[src/rtl/vram_pkg.sv]
// Shared constants and types for the VRAM arbiter slice.
package vram_pkg;

   localparam int unsigned FB_W       = 160;
   localparam int unsigned FB_H       = 120;
   localparam int unsigned FB_DEPTH   = 19200;
   localparam int unsigned SCALE_LOG2 = 2;
   localparam int unsigned PIPE_DLY   = 3;

   localparam int unsigned PIX_DW = 12;
   localparam int unsigned FB_AW  = 15;

   typedef logic [PIX_DW-1:0] pixel_t;
   typedef logic [FB_AW-1:0]  fb_addr_t;

   // Identity of the writer that most recently won the RAM port.
   typedef enum logic {
      WR0 = 1'b0,
      WR1 = 1'b1
   } wr_sel_e;

endpackage

[src/rtl/rr_arb2.sv]
// Two-way round-robin arbiter; the pointer remembers the last granted writer.
import vram_pkg::*;

module rr_arb2 (
   input  logic       clk,
   input  logic       rst,
   input  logic       en_i,
   input  logic [1:0] elig_i,
   output logic [1:0] grant_o
);

   wr_sel_e last_q, last_d;

   // Grant the eligible writer that did not win last; move pointer only on a grant.
   always_comb begin
      grant_o = '0;
      last_d  = last_q;
      if (en_i) begin
         unique case (elig_i)
            2'b01:   grant_o = 2'b01;
            2'b10:   grant_o = 2'b10;
            2'b11:   grant_o = (last_q == WR1) ? 2'b01 : 2'b10;
            default: grant_o = '0;
         endcase
      end
      if (grant_o[0]) last_d = WR0;
      if (grant_o[1]) last_d = WR1;
   end

   // Pointer register; resets to writer 1 so writer 0 wins the first tie.
   always_ff @(posedge clk or posedge rst) begin
      if (rst) last_q <= WR1;
      else     last_q <= last_d;
   end

endmodule

[src/rtl/vram_arbiter.sv]
// VRAM port owner: scan-out reads on slot cycles, round-robin writes otherwise,
// with hs/vs/pix_v realigned to the returned pixel.
// Optional: define VRAM_ARB_VBLANK_ONLY_EN to restrict writes to pix_y >= 480.
import vram_pkg::*;

module vram_arbiter #(
   parameter int pA = 10,
   parameter int AW = 15,
   parameter int DW = 12
) (
   input  logic            clk,
   input  logic            rst,
   input  logic [pA-1:0]   pix_x,
   input  logic [pA-1:0]   pix_y,
   input  logic            pix_v,
   input  logic            hs_in,
   input  logic            vs_in,
   input  logic [1:0]      wr_req,
   input  logic [2*AW-1:0] wr_addr,
   input  logic [2*DW-1:0] wr_data,
   output logic [1:0]      wr_ack,
   output logic [AW-1:0]   mem_addr,
   output logic            mem_we,
   output logic [DW-1:0]   mem_wdata,
   input  logic [DW-1:0]   mem_rdata,
   output logic [DW-1:0]   rgb,
   output logic            hs,
   output logic            vs,
   output logic            pix_v_o
);

   logic                   slot;
   logic                   wr_en;
   logic [AW-1:0]          rd_addr;
   logic [1:0]             elig;
   logic [1:0]             grant;
   logic [pA-SCALE_LOG2-1:0] ys, xs;

   logic [AW-1:0]          mem_addr_q, mem_addr_d;
   logic                   mem_we_q, mem_we_d;
   logic [DW-1:0]          mem_wdata_q, mem_wdata_d;
   logic [1:0]             ack_q, ack_d;

   logic [PIPE_DLY-2:0]    slot_q;
   logic [PIPE_DLY-1:0]    hs_q, vs_q, pv_q;
   logic [DW-1:0]          pix_q;

   // Slot decode, read address (y*160 as (y<<7)+(y<<5)) and writer eligibility.
   always_comb begin
      slot    = pix_v && (pix_x[SCALE_LOG2-1:0] == '0);
      ys      = pix_y[pA-1:SCALE_LOG2];
      xs      = pix_x[pA-1:SCALE_LOG2];
      rd_addr = AW'({ys, 7'b0}) + AW'({ys, 5'b0}) + AW'(xs);
      elig    = wr_req & ~ack_q;
`ifdef VRAM_ARB_VBLANK_ONLY_EN
      wr_en   = !slot && (pix_y >= pA'(480));
`else
      wr_en   = !slot;
`endif
   end

   rr_arb2 u_arb (
      .clk     (clk),
      .rst     (rst),
      .en_i    (wr_en),
      .elig_i  (elig),
      .grant_o (grant)
   );

   // Next RAM port value: scan read, granted write, or idle (address held).
   always_comb begin
      mem_addr_d  = mem_addr_q;
      mem_we_d    = 1'b0;
      mem_wdata_d = mem_wdata_q;
      ack_d       = '0;
      if (slot) begin
         mem_addr_d = rd_addr;
      end else if (grant[0]) begin
         mem_addr_d  = wr_addr[AW-1:0];
         mem_wdata_d = wr_data[DW-1:0];
         mem_we_d    = (wr_addr[AW-1:0] < AW'(FB_DEPTH));
         ack_d       = 2'b01;
      end else if (grant[1]) begin
         mem_addr_d  = wr_addr[2*AW-1:AW];
         mem_wdata_d = wr_data[2*DW-1:DW];
         mem_we_d    = (wr_addr[2*AW-1:AW] < AW'(FB_DEPTH));
         ack_d       = 2'b10;
      end
   end

   // Registered RAM port and write acknowledges.
   always_ff @(posedge clk or posedge rst) begin
      if (rst) begin
         mem_addr_q  <= '0;
         mem_we_q    <= 1'b0;
         mem_wdata_q <= '0;
         ack_q       <= '0;
      end else begin
         mem_addr_q  <= mem_addr_d;
         mem_we_q    <= mem_we_d;
         mem_wdata_q <= mem_wdata_d;
         ack_q       <= ack_d;
      end
   end

   // Three-stage sync pipeline; pixel register loads only when a scan read returns.
   always_ff @(posedge clk or posedge rst) begin
      if (rst) begin
         slot_q <= '0;
         hs_q   <= '1;
         vs_q   <= '1;
         pv_q   <= '0;
         pix_q  <= '0;
      end else begin
         slot_q <= {slot_q[0], slot};
         hs_q   <= {hs_q[PIPE_DLY-2:0], hs_in};
         vs_q   <= {vs_q[PIPE_DLY-2:0], vs_in};
         pv_q   <= {pv_q[PIPE_DLY-2:0], pix_v};
         if (slot_q[1]) pix_q <= mem_rdata;
      end
   end

   assign mem_addr  = mem_addr_q;
   assign mem_we    = mem_we_q;
   assign mem_wdata = mem_wdata_q;
   assign wr_ack    = ack_q;
   assign hs        = hs_q[PIPE_DLY-1];
   assign vs        = vs_q[PIPE_DLY-1];
   assign pix_v_o   = pv_q[PIPE_DLY-1];
   assign rgb       = pix_v_o ? pix_q : '0;

endmodule

[config.mk]
export PLATFORM = sky130hd
export DESIGN_NAME = vram_arbiter
export DESIGN_NICKNAME = d
export VERILOG_FILES = /design/src/rtl/vram_pkg.sv /design/src/rtl/rr_arb2.sv /design/src/rtl/vram_arbiter.sv
export SDC_FILE = /design/constraint.sdc
export NUM_CORES = 1
export LEC_CHECK = 0
export ABC_AREA = 1
export BUFFER_PORTS_ARGS = -buffer_cell sky130_fd_sc_hd__buf_4
export CAP_MARGIN = 25
export CORE_ASPECT_RATIO = 2
export CORE_MARGIN = 2
export CORE_UTILIZATION = 43
export CTS_CLUSTER_SIZE = 8
export DETAILED_ROUTE_END_ITERATION = 10
export MAX_ROUTING_LAYER = met4
export PLACE_DENSITY = 0.85
export SETUP_SLACK_MARGIN = 0.4
export SYNTH_ARGS = -nofsm -noshare
export SYNTH_HDL_FRONTEND = slang
export SYNTH_SLANG_ARGS = --single-unit
[constraint.sdc]
create_clock -name clk -period 1.4 [get_ports clk]
set_input_delay 0.21 -clock clk [delete_from_list [all_inputs] [get_ports clk]]
set_output_delay 0.21 -clock clk [all_outputs]
set_load 0.02 [all_outputs]
**Word-level counts from Yosys, hierarchy flattened**

Cells that the tools add are included.

- Bits of input ports: 93
- Output and inout port bits: 45
- RAM bits: 0
- Memories kept: 0
- Bits in read-only memories: 0
- Bits in latches: 0
- Logic and storage cells: 42
- Flip-flop bits (word level): 54

- Shift operators: 0
- Add/subtract/negate cells: 2
- Eq/ne operators: 3
- Multipliers: 0
- Mux-type cells: 17
- Order comparisons: 2
- Bitwise gates (word level): 3
- Div/mod/pow operators: 0
- Reduce and logical (&&, ||, !) cells: 5

Operators with widths:

| kind | count |
|---|---|
| 15-bit 2-to-1 mux | 3 |
| 12-bit 2-to-1 mux | 3 |
| 15-bit < comparator (second input constant) | 2 |
| 15-bit by 13-bit adder with 15-bit output | 1 |
| 15-bit by 8-bit adder with 15-bit output | 1 |
| 2-bit 2-to-1 mux | 5 |
| 2-bit case mux with 3 select lines | 1 |
| 1-bit 2-to-1 mux | 5 |
| 2-bit equality test (second input constant) | 2 |
| 3-bit nonzero test | 1 |
| 2-bit AND | 1 |
| 2-bit by 1-bit equality test with 1-bit output (second input constant) | 1 |
| 2-bit zero test | 1 |
| 2-bit inverter | 1 |
| 2-bit AND reduction | 1 |
| 2-bit nonzero test | 1 |
| 1-bit logical AND | 1 |
| 1-bit inverter | 1 |

**Depth between registers and ports, before layout**

Gate-level depths: netlist (run 1).

- Depth in word-level cells: 8
- Gate-level depth with buffers: 11
- Gate-level depth less buffers: 11

**Hierarchy**

A second synthesis (run 1) with hierarchy kept.

- Cell total of the unflattened synthesis: 362
- Area, all modules: 2971.6 um^2

Modules (own cells, without submodules):

| module | cells each | times used | area each (um^2) |
|---|---|---|---|
| vram_arbiter | 349 | 1 | 2895.3 |
| rr_arb2 | 13 | 1 | 76.3 |

**Worst setup path after synthesis (run 1)**

Ideal clock, no wire load.

- Path kind: input to register
- Start: input port pix_x[9]
- End: register mem_addr_q[8] (netlist: mem_addr[8])
- Library setup time: 116 ps
- Arrival: 1739 ps
- Buffers on the path: 0
- Path slack: -455 ps
- Data required time: 1284 ps
- Stages on the path: 9
- Path through: inv_1 fa_1 inv_1 fa_1 or2_2 nand3_1 nand2_1 inv_1 nand2_1

- Word-level cells in the longest chain between the ends: 2

Ends and longest elaborated chain:

| element | line | text |
|---|---|---|
| start, declared | vram_arbiter.sv:13 | `input logic [pA-1:0] pix_x,` |
| 15-bit by 8-bit adder with 15-bit output | vram_arbiter.sv:53 | `rd_addr = AW'({ys, 7'b0}) + AW'({ys, 5'b0}) + AW'(xs);` |
| 15-bit 2-to-1 mux | vram_arbiter.sv:76 | `if (slot) begin` |
| end signal, assigned | vram_arbiter.sv:99 | `mem_addr_q <= mem_addr_d;` |
| end, declared | vram_arbiter.sv:39 | `logic [AW-1:0] mem_addr_q, mem_addr_d;` |

No other way between the ends.
A chain may end at the register's enable or synchronous reset.

**Worst setup path in the final report (run 1)**

- Start: input port pix_x[9]
- End: register mem_addr_q[14] (netlist: mem_addr[14])

Same word-level chain as after synthesis.

==> results.txt, run 1 <==
Final-report setup violation count -> 18
Crit-path cells -> buf_8 -> inv_4 -> fa_1 -> inv_2 -> fa_2 -> nand3_4 -> nand2_4 -> nand2_2 -> nand3b_1 -> nand3_1 -> nand2_1
Worst VDD drop -> 0.733 mV
Syn nets -> 494
Period minus WS final -> 1.59 ns
Largest net degree at the start of global routing -> 26
Power Density -> 1180 nW/um^2
Post-synthesis adder-cell area fraction -> 7.14%
Clock transition at path regs -> 0.07 ns
CTS root buf -> clkbuf_16
Mapped Cells -> 384
Logic pwr share -> 46.3%
Drt pass-1 iters -> 4
Synthesized area -> 3190 sq um
Vias in the first global route -> 3640
Synth async-reset ratio -> 100%
Hold Crit Class -> in2async
Largest family of logic cells by synthesized area -> simple AND/OR/NAND/NOR gates
Failing checks -> negative hold slack, negative setup slack
Maximum capacitance violations -> 0
Relative slew slack -> 68.2%
Share of post-route cells with drive strength above 1 -> 58.6%
Wire per inst -> 18.4 microns
Register share of total power -> 32.4%
Clk pwr share -> 21.3%
Synth area leader -> dfrtp_1
Warnings from Yosys -> 0
Min setup slack post-route -> -0.187 ns
Core Area -> 7210 sq um
Status -> finished, violations left
Endpoints failing hold -> 17
FMAX -> 630 MHz
Worst flop-to-flop path endpoint -> mem_addr[10]
CP max stage delay -> 0.55 ns
Synth Area in Compound Gates -> 7.29%
Worst Path Required -> 1.59 ns
Crit start category -> input port
Clock latency on the worst-skew pair -> 0.30 ns
Clk buf depth -> 2
Synth top area cells -> dfrtp_1 (37%), nand2_1 (13%), inv_1 (6.0%)
Die ar. -> 8170 sq um
Pins Over Slew Limit -> 0
Switch Pwr -> 2.37 mW
Antenna Diode Count -> 0
Mux share of post-synthesis cell area -> 4.24%
Clock sink count -> 54
Crit share post-route -> 113%
Grt ovf -> 0
Hold WS -> -0.0630 ns
RD Place Congestion -> 0.934
First-pass GRT wire length -> 17100 microns
Xor/xnor share of the synthesized area -> 0%
Seq/Total Area, Yosys -> 42.6%
Tot GR Track Use -> 28.3%
Initial antenna violation count -> 0
Via density -> 5.16
1st-iter DRT viols -> 146
Final antenna-violating net count -> 0
Count leader, synth -> nand2_1
CTS H-Tree Depth -> 2
Yosys reg bits -> 54
Dpl cell area -> 4470 sq um
CP max FO -> 3
EDFF count, synth -> 0
IO Port Bufs -> 135
Die Y -> 126 microns
Power Internal -> 4.25 mW
Routed WL -> 12200 microns
Setup CP Type -> in2reg
Simple-Gate Fraction of Synth Area -> 28.3%
Fillcell total -> 452
Synth Flop Type -> dfrtp_1
Setup slack, reg-to-reg -> -0.07 ns
Vias -> 3415
P&R area growth vs syn -> 76.0%
Final core occ -> 77.9%
RSZ-0062 raised after global routing -> yes
Distinct cells, synth -> 37
CP max-delay cell -> fa_1
Leakage -> 2.91 nW
Standard-cell row count -> 44
Yosys top cell area share -> 36.9%
Final #Nets -> 679
Switching share of power -> 35.8%
Final instance area -> 5620 sq um
Worst Tran Pin Value -> 0.476 ns
Critical Path Sink Type -> flop
Initial Util -> 44.2%
Total Power -> 6.62 mW
Avg Inst Size Synth -> 8.31 sq um
Layout Skew -> 0.00571 ns
I/O pin count -> 138
Crit path DAT -> 1.78 ns
DRC viols -> 0
Post-synth top cells -> nand2_1 (108), inv_1 (51), dfrtp_1 (47), nand3_1 (33), o21ai_0 (20)
CTS tree -> yes
Num CTS Buffers -> 5
Post-DP HPWL -> 7700 microns
Die X-Extent -> 64.9 microns
FF-to-FF Start -> u_arb.last_q
Worst Reg-to-Reg Cells -> 10
-- area by class of cell --
class / count / area (sq um) / share of cell area, %
Clock buffer: 5 / 125 / 2.23
Multi-Input combinational cell: 262 / 1930 / 34.4
Sequential cell: 54 / 1360 / 24.3
Clock inverter: 3 / 45.0 / 0.802
Inverter: 57 / 260 / 4.63
Timing Repair Buffer: 189 / 1780 / 31.7
Tap cell: 92 / 115 / 2.05
-- how the worst max path moves through the flow --
stage	from	to	slack, ns	cells past startpoint
after floorplan	pix_y[4]	mem_addr[8]	-0.29	9
after global placement	pix_y[4]	mem_addr[8]	-0.47	10
after detailed placement	pix_y[4]	mem_addr[14]	-0.53	11
after CTS	pix_x[9]	mem_addr[14]	-0.20	11
after global routing	pix_x[9]	mem_addr[11]	-0.28	13
final	pix_x[9]	mem_addr[14]	-0.19	11
-- critical path: cells and delay by family --
kind / cells / cell delay (ns)
AND/OR/NAND/NOR: 6 / 0.50
adder cells (fa/ha/maj): 2 / 0.92
buffers and inverters: 3 / 0.14
-- repair_timing --
item / in CTS / in global routing
resized for setup: 135 / 46
endpoints found under the hold margin: 17 / 17
buffers inserted: 18 / 14
setup endpoints to repair: 81 / 80
pin swaps: 26 / 19
gates cloned: 2 / 1
-- per-layer routing --
layer  share of wire, %  up-vias  GRT usage [%]
met2                 58      165           54.9
met1                 32     1628           25.5
met3                5.4       39           4.64
met4                4.4        0           12.9
met5                  0        -              -
li1                   -     1583              -
-- logic make-up after synthesis --
group	Yosys count
AO/OA/AOI/OAI	42
adder cells (fa/ha/maj)	17
buffers and inverters	69
flip-flops	54
multiplexers	12
AND/OR/NAND/NOR	190
-- power by group through the flow --
stage,Combinational [mW],Clock (mW),Sequential [mW]
floorplan,1.00,0,2.31
global placement,2.10,0,2.06
detailed placement,2.16,0,2.07
CTS,2.74,1.43,2.09
global route,3.25,1.50,2.17
finish,3.07,1.41,2.14
-- sequential cells by signal, summed over array words and instances, names as in the netlist --
name and count:
mem_addr 15, mem_wdata 12, pix_q 12, hs_q 3
pv_q 3, vs_q 3, slot_q 2, wr_ack 2
mem_we 1, u_arb.last_q 1
-- stage by stage --
step / setup WS, ns / hold WS, ns / TNS, ns / std cells
detailed placement: -0.533 / 0.257 / -3.99 / 619
CTS: -0.203 / -0.0605 / -1.39 / 647
finish: -0.187 / -0.0630 / -1.66 / 662
global route: -0.282 / -0.0415 / -3.23 / 662
floorplan: -0.289 / 0.214 / -1.95 / 384
global placement: -0.468 / 0.252 / -3.52 / 619
-- cells in the final DEF (no fill, tap or decap), drive strengths merged --
master    Yosys  layout
a21oi         7       7
buf          11     189
bufinv        0       1
clkbuf        1       5
clkinv        1       1
clkinvlp      0       3
dfrtp        47      47
dfstp         7       7
fa            2       2
ha           15      15
inv          56      55
mux2         12      12
nand2       115     116
nand3        35      35
nand3b        4       4
nand4         3       3
nor2         31      31
o211ai        1       1
o21ai        33      33
o22ai         1       1
or2           2       2
Power figures use the tool's default switching activity.
==> run 2, diff against run 1 <==
==> constraint.sdc (replaced) <==
create_clock -name clk -period 1.4 [get_ports clk]
set_input_delay 0 -clock clk [delete_from_list [all_inputs] [get_ports clk]]
set_output_delay 0 -clock clk [all_outputs]
set_load 0.02 [all_outputs]
==> run 2 against run 1 <==
  * The run ends with negative setup slack left
  * Global-route usage is 1.4 points higher
  * Cell count is 1.1% higher
  * Fmax is 9.5% higher
  * Worst setup slack better by 0.14 ns
  * Worst hold slack better by 0.068 ns
  * Wire length is 2.7% higher
  * Critical endpoint is now mem_wdata[4]
  * Register-to-register slack better by 0.02 ns
==> results.txt, run 2 (synthesis results as in run 1) <==
Drt pass-1 iters -> 5 (was 4)
FMAX -> 690 MHz (was 630 MHz)
CTS H-Tree Depth -> 2 (unchanged)
Failing checks -> negative setup slack (was negative hold slack, negative setup slack)
Crit-path cells -> inv_2 -> nand3_4 -> nand2_8 -> nor2_8 -> buf_8 -> o21ai_2 -> o21ai_1 (was buf_8 -> inv_4 -> fa_1 -> inv_2 -> fa_2 -> nand3_4 -> nand2_4 -> nand2_2 -> nand3b_1 -> nand3_1 -> nand2_1)
Critical Path Sink Type -> flop (unchanged)
Clock sink count -> 54 (unchanged)
Antenna Diode Count -> 0 (unchanged)
CTS tree -> yes (unchanged)
Worst VDD drop -> 0.692 mV (was 0.733 mV)
Setup CP Type -> reg2reg (was in2reg)
Wire per inst -> 18.7 microns (was 18.4 microns)
Fin Setup TNS -> -0.0772 ns (was -1.66 ns)
DRC viols -> 0 (unchanged)
Num CTS Buffers -> 5 (unchanged)
Period minus WS final -> 1.45 ns (was 1.59 ns)
RSZ-0062 raised after global routing -> yes (unchanged)
Fillcell total -> 429 (was 452)
Worst hold path cell count -> 3
Clock latency on the worst-skew pair -> 0.29 ns (was 0.30 ns)
Vias in the first global route -> 3669 (was 3640)
CP max FO -> 8 (was 3)
Initial Util -> 44.2% (unchanged)
Maximum capacitance violations -> 0 (unchanged)
Commonest non-fill, non-tap cell in the layout -> buf_4 (unchanged)
P&R area growth vs syn -> 74.7% (was 76.0%)
Leakage -> 2.88 nW (was 2.91 nW)
Die ar. -> 8170 sq um (unchanged)
Crit start category -> flop (was input port)
Share of post-route cells with drive strength above 1 -> 54.6% (was 58.6%)
Clock transition at path regs -> 0.07 ns (about the same)
Endpoints failing hold -> 0 (was 17)
CP max-delay cell -> dfstp_2 (was fa_1)
Worst Tran Pin Value -> 0.424 ns (was 0.476 ns)
Status -> finished, violations left (unchanged)
Commonest non-fill, non-tap cells in the layout -> buf_4 (138), nand2_1 (81), dfrtp_1 (44), inv_1 (31), dlygate4sd3_1 (31) (was buf_4 (118), nand2_1 (83), buf_6 (59), dfrtp_1 (44), inv_1 (30))
Final #Nets -> 686 (was 679)
Final instance area -> 5570 sq um (was 5620 sq um)
Tot GR Track Use -> 29.7% (was 28.3%)
Vias -> 3554 (was 3415)
IO Port Bufs -> 135 (unchanged)
Standard-cell row count -> 44 (unchanged)
CP max stage delay -> 0.53 ns (was 0.55 ns)
Final core occ -> 77.3% (was 77.9%)
Worst Reg-to-Reg Cells -> 7 (was 10)
Dpl cell area -> 4460 sq um (was 4470 sq um)
Final-report setup violation count -> 4 (was 18)
Via density -> 5.31 (was 5.16)
Power Density -> 1100 nW/um^2 (was 1180 nW/um^2)
Die Y -> 126 microns (unchanged)
Final antenna-violating net count -> 0 (unchanged)
Post-DP HPWL -> 7380 microns (was 7700 microns)
I/O pin count -> 138 (unchanged)
Core Area -> 7210 sq um (unchanged)
Largest net degree at the start of global routing -> 39 (was 26)
RD Place Congestion -> 0.958 (was 0.934)
Relative slew slack -> 71.7% (was 68.2%)
1st-iter DRT viols -> 194 (was 146)
Layout Skew -> 0.00395 ns (was 0.00571 ns)
Initial antenna violation count -> 0 (unchanged)
First-pass GRT wire length -> 18000 microns (was 17100 microns)
Min setup slack post-route -> -0.0493 ns (was -0.187 ns)
Crit share post-route -> 104% (was 113%)
Routed WL -> 12500 microns (was 12200 microns)
Max reg flops -> 15 (unchanged)
Worst Path Required -> 1.61 ns (was 1.59 ns)
Crit path DAT -> 1.66 ns (was 1.78 ns)
Grt ovf -> 0 (unchanged)
Die X-Extent -> 64.9 microns (unchanged)
Hold WS -> 0.00469 ns (was -0.0630 ns)
Hold Crit Class -> in2reg (was in2async)
Worst slack at placement -> -0.301 ns (was -0.533 ns)
CTS root buf -> clkbuf_16 (unchanged)
Pins Over Slew Limit -> 0 (unchanged)
Clk buf depth -> 2 (unchanged)
==> run 2: changes by cell type in the layout (fill, tap and decap cells not counted), sizes merged <==
cell / change
clkinvlp: -1
inv: -2
buf: -25
clkinv: +4
bufinv: -1
clkbuf: +1
dlygate4sd3: +31
==> run 2: final timing paths <==
check | from | endpoint | slack (ns)
max in group asynchronous | rst | vs_q[2] | 0.55
max | u_arb.last_q | mem_wdata[4] | -0.05
max reg2reg | u_arb.last_q | mem_wdata[4] | -0.05
min reg2reg | slot_q[0] | slot_q[1] | 0.35
min | wr_data[2] | mem_wdata[2] | 0.005
min in group asynchronous | rst | pix_q[0] | 0.26
==> run 2: per-layer routing <==
layer / global-route usage, % / vias to the layer above / share of wire [%]
li1: - / 1596 / -
met1: 30.6 / 1707 / 34
met2: 54.6 / 207 / 55
met3: 5.18 / 44 / 6.9
met4: 10.8 / 0 / 4.1
met5: - / - / 0
==> run 2: report_power, final <==
part | total, mW | internal (mW) | switching (mW)
clock | 1.25 | 0.664 | 0.583
sequential | 2.11 | 1.87 | 0.239
combinational | 2.79 | 1.29 | 1.50
total | 6.15 | 3.83 | 2.32
==> run 2: layout make-up <==
class / instances / area (sq um) / area share (%)
Sequential cell: 54 / 1360 / 24.5
Clock buffer: 5 / 125 / 2.25
Multi-Input combinational cell: 262 / 1970 / 35.4
Tap cell: 92 / 115 / 2.07
Clock inverter: 3 / 21.3 / 0.382
Timing Repair Buffer: 196 / 1710 / 30.7
Inverter: 57 / 263 / 4.71
==> run 2: through the flow <==
stage                     std cells  power (mW)
after floorplan                 384        3.30
after global placement          618        4.16
after detailed placement        618        4.23
after CTS                       665        5.78
after global routing            669        6.44
final                           669        6.15
==> run 2: worst max-delay path, delay by kind of cell, from the launching register on <==
kind	cells	cell delay [ns]
DFF	1	0.53
and+or+nand+nor	3	0.36
AOI/OAI and AO/OA	2	0.25
buffers and inverters	2	0.21
==> run 2: what timing repair did <==
| action | in CTS | in global routing |
|---|---|---|
| cloned | 2 | 1 |
| buffers inserted | 6 | 3 |
| hold endpoints to repair | 44 | 0 |
| pin swaps | 21 | 21 |
| hold buffers | 31 | 0 |
| gates resized for setup | 87 | 72 |
| endpoints found under the setup margin | 56 | 56 |
